`src/rtl/max_scan_ctrl.sv`:
```
// Streaming unsigned max over a multi-beat vector: each LANES-wide beat is reduced
// by a combinational max tree, and a running max plus first-winning beat index is kept.
module max_scan_ctrl #(
   parameter int DATA_WIDTH = 32,
   parameter int LANES      = 16,
   parameter int MAX_BEATS  = 64,
   parameter int CNT_W      = $clog2(MAX_BEATS) + 1
) (
   input  logic                        clk,
   input  logic                        rst,
   input  logic                        start,
   input  logic [CNT_W-1:0]            num_beats,
   output logic                        busy,
   input  logic                        in_valid,
   output logic                        in_ready,
   input  logic [LANES*DATA_WIDTH-1:0] in_data,
   output logic                        out_valid,
   input  logic                        out_ready,
   output logic [DATA_WIDTH-1:0]       out_max,
   output logic [CNT_W-1:0]            out_beat_idx
);

   typedef enum logic [1:0] {IDLE, SCAN, DONE} state_t;

   localparam logic [CNT_W-1:0] MAX_B = CNT_W'(MAX_BEATS);

   state_t                         state, state_nxt;
   logic [CNT_W-1:0]               len, beat_cnt, idx_reg;
   logic [DATA_WIDTH-1:0]          max_reg, beat_max;
   logic [LANES-1:0][DATA_WIDTH-1:0] tree;
   logic                           accept, last;

   // Pairwise reduction, log2(LANES) levels deep; slot 0 ends up holding the beat max.
   always_comb begin
      for (int j = 0; j < LANES; j++)
         tree[j] = in_data[j*DATA_WIDTH +: DATA_WIDTH];
      for (int s = 1; s < LANES; s = s * 2)
         for (int j = 0; j + s < LANES; j = j + 2 * s)
            if (tree[j+s] > tree[j])
               tree[j] = tree[j+s];
      beat_max = tree[0];
   end

   assign in_ready     = (state == SCAN);
   assign busy         = (state != IDLE);
   assign out_valid    = (state == DONE);
   assign out_max      = max_reg;
   assign out_beat_idx = idx_reg;
   assign accept       = in_valid && in_ready;
   assign last         = (beat_cnt == len - CNT_W'(1));

   always_ff @(posedge clk or posedge rst) begin
      if (rst) state <= IDLE;
      else     state <= state_nxt;
   end

   always_comb begin
      state_nxt = state;
      case (state)
         IDLE:    if (start) state_nxt = (num_beats == '0) ? DONE : SCAN;
         SCAN:    if (accept && last) state_nxt = DONE;
         DONE:    if (out_ready) state_nxt = IDLE;
         default: state_nxt = IDLE;
      endcase
   end

   always_ff @(posedge clk or posedge rst) begin
      if (rst) begin
         len      <= '0;
         beat_cnt <= '0;
         max_reg  <= '0;
         idx_reg  <= '0;
      end else if (state == IDLE && start) begin
         len      <= (num_beats > MAX_B) ? MAX_B : num_beats;
         beat_cnt <= '0;
         max_reg  <= '0;
         idx_reg  <= '0;
      end else if (accept) begin
         // Strict compare so a tie keeps the earlier beat index.
         if (beat_cnt == '0 || beat_max > max_reg) begin
            max_reg <= beat_max;
            idx_reg <= beat_cnt;
         end
         if (!last) beat_cnt <= beat_cnt + CNT_W'(1);
      end
   end

endmodule

```
`config.mk`:
```
export PLATFORM = sky130hd
export DESIGN_NAME = max_scan_ctrl
export DESIGN_NICKNAME = d
export VERILOG_FILES = /design/src/rtl/max_scan_ctrl.sv
export SDC_FILE = /design/constraint.sdc
export NUM_CORES = 1
export LEC_CHECK = 0
export ABC_AREA = 1
export BUFFER_PORTS_ARGS = -buffer_cell sky130_fd_sc_hd__buf_4
export CAP_MARGIN = 20
export CORE_MARGIN = 3
export CORE_UTILIZATION = 26
export CTS_BUF_LIST = sky130_fd_sc_hd__clkbuf_8
export DETAILED_ROUTE_END_ITERATION = 7
export PLACE_DENSITY = 0.42
export SYNTH_ARGS = -nofsm -noshare
export SYNTH_HDL_FRONTEND = slang
export SYNTH_SLANG_ARGS = --single-unit
```
`constraint.sdc`:
```
create_clock -name clk -period 5.5 [get_ports clk]
set_input_delay 0.275 -clock clk [delete_from_list [all_inputs] [get_ports clk]]
set_output_delay 0.275 -clock clk [all_outputs]
set_load 0.02 [all_outputs]
```
; Word-level counts from Yosys, hierarchy flattened
; Cells that the tools add are included.
[op_classes]
n_addsub = 2
n_lt_le_gt_ge = 17
eq_ne = 7
n_mux = 30
n_reduce_logical = 13
[op_table]
columns = operator, n
row1 = $mux W32, 18
row2 = $gt A32 B32 Y1, 16
row3 = $mux W7, 7
row4 = $logic_not A7 Y1, 2
row5 = $mux W2, 4
row6 = $add A7 B1 Y7 const B, 1
row7 = $eq A7 B7 Y1, 1
row8 = $gt A7 B7 Y1 const B, 1
row9 = $sub A7 B1 Y7 const B, 1
row10 = $ne A2 B1 Y1 const B, 3
row11 = $pmux W2 S3, 1
row12 = $reduce_bool A2 Y1, 3
row13 = $reduce_and A2 Y1, 2
row14 = $logic_and A1 B1 Y1, 3
row15 = $reduce_and A3 Y1, 1
row16 = $eq A2 B1 Y1 const B, 1
row17 = $eq A2 B2 Y1 const B, 1
row18 = $logic_not A2 Y1, 1
row19 = $ne A2 B2 Y1 const B, 1
row20 = $logic_or A1 B1 Y1, 1
[word_totals]
reg_bits = 55
in_bits = 524
output_inout_bits = 42
elab_cells = 74

; Longest topological paths before layout
; Gate-level depths: netlist of run 1.
[logic_depth]
word_depth = 13
ltp_mapped = 79
depth_no_buf = 73

; Worst setup path before layout of run 1
; OpenSTA, ideal clock, no wires.
[synth_timing]
path_kind = in2reg
startpoint = input in_data[217]
endpoint = register max_reg[10], in the netlist out_max[10]
setup_ns = 0.118
arrival_time_ns = 9.426
required_time_ns = 5.382
path_slack_ns = -4.043
cell_stages = 62
path_buffers = 6
cell_sequence = inv_1 ha_1 a21oi_1 nor2_1 a211oi_1 nor2_1 nor4_1 nand2_1 nand2_1 clkbuf_1 a21oi_1 ha_1 nand2_1 nor2_1 nand4_1 nor4_1 a211oi_1 a31oi_1 [26 not listed] and2_1 ha_1 nand2_1 inv_1 nand3_1 nor3_1 inv_1 or4_1 o21ai_1 o31ai_1 o41ai_1 nand2_2 inv_2 nor2_2 buf_4 buf_2 nand2_1 nand2_1
[synth_via]
elab_chain_cells = 12
elab_cells_between_ends = 15
classes_between = 5 x order compare / 7 x mux / 3 x reduce/logical
[synth_lines]
columns = item, line
row1 = "start, declared", 16  ; input logic [LANES*DATA_WIDTH-1:0] in_data,
row2 = $gt A32 B32 Y1, 39  ; if (tree[j+s] > tree[j])
row3 = $mux W32 (*), 39
row4 = $gt A32 B32 Y1, 39
row5 = $mux W32 (*), 39
row6 = $gt A32 B32 Y1, 39
row7 = $mux W32 (*), 39
row8 = $gt A32 B32 Y1, 39
row9 = $mux W32 (*), 39
row10 = $gt A32 B32 Y1, 80  ; if (beat_cnt == '0 || beat_max > max_reg) begin
row11 = $logic_or A1 B1 Y1, 80
row12 = $reduce_bool A2 Y1 (no source line), n/a
row13 = $reduce_and A2 Y1 (no source line), n/a
row14 = "end signal, assigned", 81  ; max_reg <= beat_max;
row15 = "end, declared", 29  ; logic [DATA_WIDTH-1:0] max_reg, beat_max;
; Mark *: on every way between the ends. The rest lies on a longest branch, timed or not. The select of a mux whose other input is x is not followed.
; A chain may end at the register's enable or synchronous reset.

; Final worst setup path of run 1
[layout_timing]
startpoint = input in_data[103]
endpoint = register max_reg[17], in the netlist out_max[17]
; Same word-level chain as after synthesis.

==> results of run 1 <==
power breakdown:
group | leakage, nW | internal [W] | total, W | switching, W
logic | 20.6 | 0.00866 | 0.0172 | 0.00850
registers | 0.727 | 0.000547 | 0.000686 | 0.000138
clock network | 0.0463 | 0.0000947 | 0.000284 | 0.000189
cell usage in the layout, fill, tap and decap left out, types with 55 or more instances in the layout:
cell                      synthesis  final
sky130_fd_sc_hd__nand3_1        234    157
sky130_fd_sc_hd__dfrtp_1         55     55
sky130_fd_sc_hd__ha_4             0     77
sky130_fd_sc_hd__nand2_2         42    123
sky130_fd_sc_hd__inv_1          487    454
sky130_fd_sc_hd__nor2_1         204    168
sky130_fd_sc_hd__ha_1           512    433
sky130_fd_sc_hd__a21oi_2          1     61
sky130_fd_sc_hd__o21ai_1          5     92
sky130_fd_sc_hd__a21oi_1        322    253
sky130_fd_sc_hd__buf_4            3   1683
sky130_fd_sc_hd__nand3_2          9     75
sky130_fd_sc_hd__nand2_1        843    746
sky130_fd_sc_hd__o21ai_2          3     55
sky130_fd_sc_hd__o21ai_0        323    159
timing repair:
item	4_1_cts	5_1_grt
endpoints found under the setup margin	39	39
setup buffers	25	61
pin swaps	19	148
resized for setup	192	639
cloned	6	37
final cells by class:
| class | instances | area [um^2] |
|---|---|---|
| fill | 7933 | 38300 |
| multi-input combinational | 2761 | 20200 |
| timing repair buffer | 1800 | 14900 |
| inverter | 491 | 1890 |
| sequential | 55 | 1380 |
| tap | 1040 | 1300 |
| clock buffer | 5 | 68.8 |
| clock inverter | 3 | 27.5 |
sequential cells by signal, indices dropped and copies added (netlist names):
| signal | count |
|---|---|
| out_max | 32 |
| state | 2 |
| out_beat_idx | 7 |
| beat_cnt | 7 |
| len | 7 |
per-layer routing:
metal  vias up  wire length [um]  global-route usage [%]
met3        55              4090                    2.43
met4         0              1310                    2.44
met1     12700             45800                    28.7
met2       472             52100                    40.7
met5         -                 0                       0
li1      14900                 -                       -
per-stage QoR:
step | utilization, % | power, W | worst slack (ns)
floorplan | - | 0.00758 | -3.16
finish | 50.9 | 0.0181 | -4.06
detailed placement | 44.4 | 0.0138 | -5.22
global route | 50.9 | 0.0198 | -4.59
global placement | 44.4 | 0.0137 | -5.04
CTS | 45.8 | 0.0149 | -4.10
worst max-delay path, delay by kind of cell:
kind,cells,cell delay (ns)
AND/OR/NAND/NOR,38,4.69
buffers and inverters,19,2.25
AO/OA/AOI/OAI,7,1.30
adder cells (fa/ha/maj),5,1.37
kinds of logic (layout without fill, tap and decap cells):
group                      Yosys count  after routing  synth area share [%]
and+or+nand+nor                   1491           1492                  31.5
AOI/OAI and AO/OA                  747            747                  19.4
buffers and inverters              596           2299                  11.1
adders and majority gates          512            512                  31.0
DFF                                 55             55                  6.65
xor gates and xnor gates            10             10                 0.423
worst paths after layout:
check | depth (start not counted) | slack, ns | to
hold reg to reg | 2 | 0.51 | out_beat_idx[5]
min in group asynchronous | 3 | 0.14 | len[5]
hold / removal | 3 | 0.13 | len[1]
setup / recovery | 69 | -4.06 | out_max[17]
setup reg to reg | 17 | 2.55 | out_max[17]
max in group asynchronous | 3 | 4.77 | out_max[29]
==> out/results.md, run 1 <==
* 288 um — y dimension of the die
* 31.0% — area share of the leading cell type in the synthesized netlist
* 92.2% — synth-to-layout area growth
* 21.4 nW — static leakage
* 0.37 ns — worst-skew pair later-pin latency
* sky130_fd_sc_hd__dfrtp_1 — most instantiated flip-flop cell in the synthesis netlist
* 0 — Post-CTS Hold Buffers
* sky130_fd_sc_hd__ha_1 — cell taking the most area after synthesis
* 86300 um — detailed placer's ending HPWL
* 6.06 um^2 — Avg Cell Area, Syn
* 0 — Post-synth EDFFs
* 26.5% — initial core utilization
* 22.2% — GR Util All Layers
* 34700 um^2 — total cell area at the placement stage
* 0.0237 ns — worst-case clock skew
* primary input — startpoint kind of the worst setup timing path
* 2 — clock buffer depth
* 105 MHz — Fmax achieved
* 83000 um^2 — die footprint
* 0.861 ns — slew of the pin with the lowest slew margin
* 5 — 1st-pass router iterations
* 102 — standard-cell row count
* 5.81 ns — critical path data required time
* 58 — post-synth cell types
* true — RSZ-0062 raised after global routing
* 6155 — final cell count without fillers
* 0.912 — Final Wtd Congestion
* 0 — number of warnings issued by yosys
* sky130_fd_sc_hd__or4_4 — master of the slowest instance on the critical path
* 6.65% — fraction of the yosys area taken by sequential cells
* sky130_fd_sc_hd__clkbuf_8 — clk root buf
* 103000 um — Routed Wire Length
* out_max[31] — reg-to-reg critical path startpoint
* 0.13 ns — clock-pin slew on the worst setup and hold paths
* -4.06 ns — post-route worst setup slack
* 100% — FFs w/ async S/R, synth
* 3411 — Syn Inst Count
* 8 — crit-path max FO
* 2 — H-tree depth
* num_beats[1] — launch point of the worst hold path
* 6150 — nets
* 0 — Overflow after GRT
* 20700 um^2 — post-synthesis cell area
* sky130_fd_sc_hd__ha_1 (31%), sky130_fd_sc_hd__nand2_1 (15%), sky130_fd_sc_hd__inv_1 (8.8%), sky130_fd_sc_hd__o21ai_0 (7.8%), sky130_fd_sc_hd__a21oi_1 (7.8%) — leading post-synthesis cells by cell area
* 55 — number of clock sinks seen by CTS
* 0 — number of antenna violations at the first check in global routing
* 55 — flip-flop and latch count after synthesis
* -156.65 ns — accumulated negative setup slack
* 288 um — die span in x
* 566 — # IOs
* 565 — port bufs
* sky130_fd_sc_hd__nand2_2 — Most common cell on crit path
* 0.131 ns — worst slack on hold paths
* 0.44 ns — worst stage delay on the critical path
* in_data[103] — launching element of the worst setup path
* 39 — final-report setup violation count
* 4447 — syn_nets
* 0 — max-capacitance violation count
* 0 — final-report hold violation count
* 42.6% — max_slew headroom
* built — TritonCTS clock tree
* flop — endpoint type of the worst setup path
* 9.56 ns — clock period minus worst slack
* 6023 — Post-Place Cells
* 0 — DR DRC count
* setup timing — violated checks
* 26500 — vias in the first global route
* 16.8 um — final routed wire length divided by cell count
* primary input to flop — type of the worst min-delay path
* 1201 — detailed router's first-iteration violation count
* 145000 um — global-route wire length before repair
* primary input to flop — class of the most critical setup path
* 5 — Inserted Clock Buffers
* 28100 — Via Count
* 9.87 ns — arrival time at the worst endpoint
* 47.2% — fraction of layout cells with a size suffix above 1
* 78100 um^2 — core region area
* 0 — Antenna Violating Nets Remaining
* 456 nW/um^2 — power density over the cells
* complete, but fails checks — status
* 0 — number of antenna repair diodes
* 0.000484 V — peak supply drop
* 4.57 — routed via count divided by cell count
* sky130_fd_sc_hd__nand2_1 — most frequent cell after synthesis
* sky130_fd_sc_hd__nand2_1 (843), sky130_fd_sc_hd__ha_1 (512), sky130_fd_sc_hd__inv_1 (487) — ranking of synthesized cells by instance count
* 0 — Slew Viols, Final
* 56 — pin count of the biggest net entering global routing
* 174% — final period utilization
* 39800 um^2 — final cell area excluding filler cells
Power figures use the tool's default switching activity.
==> run 2: changes to the inputs <==
--- a/config.mk
+++ b/config.mk
@@ -12,7 +12,7 @@
 export CORE_UTILIZATION = 26
 export CTS_BUF_LIST = sky130_fd_sc_hd__clkbuf_8
 export DETAILED_ROUTE_END_ITERATION = 7
-export PLACE_DENSITY = 0.42
+export PLACE_DENSITY_LB_ADDON = 0.05
 export SYNTH_ARGS = -nofsm -noshare
 export SYNTH_HDL_FRONTEND = slang
 export SYNTH_SLANG_ARGS = --single-unit
==> constraint.sdc (replaced) <==
create_clock -name clk -period 8.35 [get_ports clk]
set_input_delay 0.4175 -clock clk [delete_from_list [all_inputs] [get_ports clk]]
set_output_delay 0.4175 -clock clk [all_outputs]
set_load 0.02 [all_outputs]
==> run 2 against run 1 <==
Net effect:
- the flow still finishes with violations (setup timing)
- sequential cell count is the same
- first-iteration DRC count unchanged
- count of clock-buffer cells in the layout stayed put
- utilization decreased by 1.6 points
- hold slack improved by 0.15 ns
- via count is 1.1% lower
- combinational power fell by 37%
- critical endpoint is now out_max[27]
==> out/results.md, run 2 (synthesis results as in run 1) <==
* sky130_fd_sc_hd__buf_4 — most common cell after layout, fill and taps aside
* setup timing — violated checks
* 0.884 — Final Wtd Congestion
* 298 nW/um^2 — power density over the cells
* 0 — Post-CTS Hold Buffers
* 26.5% — initial core utilization
* 48.7% — switching part of the total
* 0.829 ns — slew of the pin with the lowest slew margin
* 0.00590 W — cell internal power dissipation
* 1.6% — clock network power share
* 0.00559 W — switching power
* 102 — standard-cell row count
* -1.51 ns — post-route worst setup slack
* 0 — Antenna Violating Nets Remaining
* 56 — pin count of the biggest net entering global routing
* 27800 — Via Count
* 5 — Inserted Clock Buffers
* 288 um — y dimension of the die
* 39 — final-report setup violation count
* 0.0106 ns — worst-case clock skew
* 9.86 ns — clock period minus worst slack
* 6156 — nets
* 16.1 um — final routed wire length divided by cell count
* 288 um — die span in x
* 78100 um^2 — core region area
* compound AO/OA/AOI/OAI gates — gate family responsible for the most delay along the worst path
* 4.51 — routed via count divided by cell count
* 0.12 ns — clock-pin slew on the worst setup and hold paths
* 44.7% — max_slew headroom
* 8152 — number of inserted filler cells in the final layout
* 17 — CP Buf/Inv Count
* -56.39 ns — accumulated negative setup slack
* 55 — number of clock sinks seen by CTS
* 118% — final period utilization
* 0 — Overflow after GRT
* 32 — number of flip-flops in the largest register
* 142000 um — global-route wire length before repair
* 86.2% — synth-to-layout area growth
* 1201 — detailed router's first-iteration violation count
* 101 MHz — Fmax achieved
* sky130_fd_sc_hd__nand2_1 — Most common cell on crit path
* 0 — max-capacitance violation count
* sky130_fd_sc_hd__a221o_1 — master of the slowest instance on the critical path
* 10.16 ns — arrival time at the worst endpoint
* built — TritonCTS clock tree
* primary input to flop — class of the most critical setup path
* 0 — Slew Viols, Final
* 0 — final-report hold violation count
* 3.9% — part of the total power dissipated in sequential elements
* 26200 — vias in the first global route
* 44.1% — fraction of layout cells with a size suffix above 1
* true — RSZ-0062 raised after global routing
* primary input — startpoint kind of the worst setup timing path
* sky130_fd_sc_hd__clkbuf_8 — clk root buf
* primary input to asynchronous set/reset pin — type of the worst min-delay path
* 4 — number of antenna violations at the first check in global routing
* 21.2 nW — static leakage
* 83900 um — detailed placer's ending HPWL
* 94.5% — Gate power share
* 8.65 ns — critical path data required time
* sky130_fd_sc_hd__buf_4 (1697), sky130_fd_sc_hd__nand2_1 (765), sky130_fd_sc_hd__inv_1 (456), sky130_fd_sc_hd__ha_1 (456), sky130_fd_sc_hd__a21oi_1 (273) — most frequent cells in the layout
* 0.285 ns — worst slack on hold paths
* 2 — H-tree depth
* 5 — 1st-pass router iterations
* 0.000388 V — peak supply drop
* 0.36 ns — worst-skew pair later-pin latency
* 0.37 ns — worst stage delay on the critical path
* 83000 um^2 — die footprint
* 0 — DR DRC count
* 21.8% — GR Util All Layers
* 9 — crit-path max FO
* complete, but fails checks — status
* 99100 um — Routed Wire Length
* 566 — # IOs
* 565 — port bufs
* flop — endpoint type of the worst setup path
* 2 — clock buffer depth
-- run 2: power groups by stage --
stage | combinational [W] | clock, W | sequential (W)
2_1_floorplan | 0.00451 | 0 | 0.000490
3_5_place_dp | 0.00856 | 0 | 0.000446
4_1_cts | 0.00908 | 0.000188 | 0.000441
5_1_grt | 0.0119 | 0.000197 | 0.000462
6_report | 0.0109 | 0.000183 | 0.000450
3_3_place_gp | 0.00855 | 0 | 0.000446
-- run 2: layout make-up --
type | count | area (um^2) | area share (%)
diodes | 4 | 10.0 | 0.0260
repair inverters | 1 | 6.26 | 0.0162
well taps | 1040 | 1300 | 3.38
inverters | 491 | 1900 | 4.93
flip-flops and latches | 55 | 1380 | 3.57
repair buffers | 1803 | 14700 | 38.1
multi-input cells | 2763 | 19100 | 49.7
clock inverters | 3 | 27.5 | 0.0715
clock buffers | 5 | 68.8 | 0.179
-- run 2: per-layer routing --
metal | up-vias | GRT usage (%) | share of wire, %
met5 | - | 0 | 0
met4 | 0 | 3.19 | 1.4
met3 | 64 | 2.79 | 4.2
met2 | 478 | 39.0 | 50
met1 | 12400 | 28.2 | 45
li1 | 14900 | - | -
-- run 2: path summary, 6_finish.rpt --
path                            startpoint         endpoint  slack, ns  cells after the start
setup / recovery              in_data[135]      out_max[27]      -1.51                     64
hold / removal                         rst         state[1]       0.28                      3
setup reg to reg               out_max[30]      out_max[27]       5.40                     18
hold reg to reg            out_beat_idx[6]  out_beat_idx[6]       0.51                      2
max in group asynchronous              rst       out_max[4]       7.51                      3
min in group clk              num_beats[5]           len[5]       0.29                      2
-- run 2: timing repair --
action,CTS,global route
endpoints found under the setup margin,39,39
pin swaps,17,127
buffers inserted,20,38
gates resized for setup,100,487
cloned,8,28
-- run 2: through the flow --
stage / setup slack [ns] / total power, W / instances / util (%) / area [um^2]
2_1_floorplan: -0.453 / 0.00500 / 3411 / - / 21000
3_3_place_gp: -2.59 / 0.00899 / 6064 / 44.8 / 35000
3_5_place_dp: -2.70 / 0.00900 / 6064 / 44.8 / 35000
4_1_cts: -1.51 / 0.00971 / 6100 / 45.8 / 35800
5_1_grt: -1.88 / 0.0126 / 6164 / 49.3 / 38500
6_report: -1.51 / 0.0115 / 6165 / 49.3 / 38500
-- run 2: worst min-delay path, cell delays in order --
cell,delay (ns)
sky130_fd_sc_hd__buf_4,0.11
sky130_fd_sc_hd__inv_2,0.03
sky130_fd_sc_hd__buf_4,0.61
==> run 3: changes to the inputs <==
--- a/config.mk
+++ b/config.mk
@@ -8,10 +8,10 @@
 export ABC_AREA = 1
 export BUFFER_PORTS_ARGS = -buffer_cell sky130_fd_sc_hd__buf_4
 export CAP_MARGIN = 20
-export CORE_MARGIN = 3
-export CORE_UTILIZATION = 26
+export CORE_AREA = 3 3 220 222
 export CTS_BUF_LIST = sky130_fd_sc_hd__clkbuf_8
 export DETAILED_ROUTE_END_ITERATION = 7
+export DIE_AREA = 0 0 223 225
 export PLACE_DENSITY_LB_ADDON = 0.05
 export SYNTH_ARGS = -nofsm -noshare
 export SYNTH_HDL_FRONTEND = slang
==> run 3 against run 2 <==
Net effect:
- the run still ends with setup timing left
- register-to-register slack got worse by 0.22 ns
- critical path depth increased by 5
- die area down 40%
- sequential share of layout area barely moved
- hold slack worse by 0.0099 ns
- largest power group unchanged
==> out/results.md, run 3 (synthesis results as in run 1) <==
* 0 — Post-CTS Hold Buffers
* primary input to flop — class of the most critical setup path
* 2 — H-tree depth
* 0 — Slew Viols, Final
* 8.64 ns — critical path data required time
* 79 — standard-cell row count
* 21.0 nW — static leakage
* 46600 um^2 — core region area
* 6073 — nets
* -76.84 ns — accumulated negative setup slack
* 0.0115 ns — worst-case clock skew
* 0.980 — Final Wtd Congestion
* 0 — DR DRC count
* 28400 — vias in the first global route
* primary input — startpoint kind of the worst setup timing path
* 44.4% — initial core utilization
* 0 — Antenna Violating Nets Remaining
* 8 — crit-path max FO
* sky130_fd_sc_hd__buf_4 (1602), sky130_fd_sc_hd__nand2_1 (765), sky130_fd_sc_hd__inv_1 (441), sky130_fd_sc_hd__ha_1 (424), sky130_fd_sc_hd__a21oi_1 (268) — most frequent cells in the layout
* 142000 um — global-route wire length before repair
* 34.3% — GR Util All Layers
* flop — endpoint type of the worst setup path
* 55 — number of clock sinks seen by CTS
* -2.00 ns — post-route worst setup slack
* 565 — port bufs
* 223 um — die span in x
* 45.8% — fraction of layout cells with a size suffix above 1
* 329 nW/um^2 — power density over the cells
* 0.0127 W — overall power
* true — RSZ-0062 raised after global routing
* 39 — final-report setup violation count
* 33500 um^2 — total cell area at the placement stage
* sky130_fd_sc_hd__clkbuf_8 — clk root buf
* 3 — number of antenna violations at the first check in global routing
* 0.000371 V — peak supply drop
* primary input to asynchronous set/reset pin — type of the worst min-delay path
* 74000 um — detailed placer's ending HPWL
* 124% — final period utilization
* 0.887 ns — slew of the pin with the lowest slew margin
* 104000 um — Routed Wire Length
* 5 — Inserted Clock Buffers
* 18.5 um — final routed wire length divided by cell count
* 10.35 ns — clock period minus worst slack
* 50200 um^2 — die footprint
* 0 — max-capacitance violation count
* built — TritonCTS clock tree
* 2363 — detailed router's first-iteration violation count
* setup timing — violated checks
* sky130_fd_sc_hd__buf_4 — most common cell after layout, fill and taps aside
* 0.12 ns — clock-pin slew on the worst setup and hold paths
* 3088 — number of inserted filler cells in the final layout
* 10.64 ns — arrival time at the worst endpoint
* 6 — 1st-pass router iterations
* 0 — Overflow after GRT
* 86.1% — synth-to-layout area growth
* 225 um — y dimension of the die
* 32 — number of flip-flops in the largest register
* 566 — # IOs
* 0.275 ns — worst slack on hold paths
* sky130_fd_sc_hd__nand2_1 — Most common cell on crit path
* 0 — final-report hold violation count
* 0.35 ns — worst-skew pair later-pin latency
* 40.7% — max_slew headroom
* 56 — pin count of the biggest net entering global routing
* 2 — clock buffer depth
* complete, but fails checks — status
* 38500 um^2 — final cell area excluding filler cells
* 0.46 ns — worst stage delay on the critical path
* sky130_fd_sc_hd__or4_4 — master of the slowest instance on the critical path
* 5.50 — routed via count divided by cell count
* 96.6 MHz — Fmax achieved
* 31100 — Via Count
## run 3: layer usage
layer  wire length, um  vias up  track usage, %
li1                  -    14700               -
met1             39300    14200            41.5
met2             49600     1593            62.7
met3              8040      577            4.12
met4              7470        2            12.1
met5                11        -               0
## run 3: metrics by stage
| step | instances | worst slack [ns] | util, % |
|---|---|---|---|
| floorplan | 3411 | -0.453 | - |
| global placement | 5508 | -2.25 | 72.0 |
| detailed placement | 5508 | -2.39 | 72.0 |
| CTS | 5610 | -1.09 | 78.3 |
| global route | 5648 | -2.26 | 82.7 |
| finish | 5648 | -2.00 | 82.7 |
## run 3: power breakdown
part           switching [W]  leakage [nW]  internal [W]
Clock               0.000114        0.0463     0.0000622
Sequential         0.0000941         0.727      0.000361
Combinational        0.00616          20.2       0.00588
Total                0.00636          21.0       0.00631
## run 3: area by class of cell
class / count / area, um^2 / area share [%]
Multi-Input combinational cell: 2761 / 20200 / 52.4
Antenna cell: 3 / 7.51 / 0.0195
Sequential cell: 55 / 1380 / 3.58
Tap cell: 607 / 759 / 1.97
Clock buffer: 5 / 68.8 / 0.179
Timing Repair Buffer: 1722 / 14200 / 36.8
Timing Repair inverter: 1 / 6.26 / 0.0163
Inverter: 491 / 1900 / 4.94
Clock inverter: 3 / 27.5 / 0.0715
## run 3: critical path: cells and delay by family
family / cells / cell delay (ns)
AND/OR/NAND/NOR: 27 / 3.51
buffers and inverters: 19 / 2.31
AO/OA/AOI/OAI: 18 / 3.04
adder cells (fa/ha/maj): 5 / 1.32
## run 3: what timing repair did
| action | 4_1_cts | 5_1_grt |
|---|---|---|
| buffers inserted | 78 | 44 |
| pin swaps | 81 | 156 |
| gates resized for setup | 413 | 377 |
| gates cloned | 21 | 7 |
| setup endpoints to repair | 39 | 39 |
## run 3: worst paths after layout
check,start,endpoint,slack [ns],cells after the start
hold reg to reg,out_beat_idx[3],out_beat_idx[3],0.51,2
setup reg to reg,out_max[31],out_max[24],5.18,17
setup / recovery,in_data[193],out_max[24],-2.00,69
hold / removal,rst,beat_cnt[1],0.27,3
min in group clk,num_beats[1],len[1],0.29,3
max in group asynchronous,rst,out_max[12],7.56,3
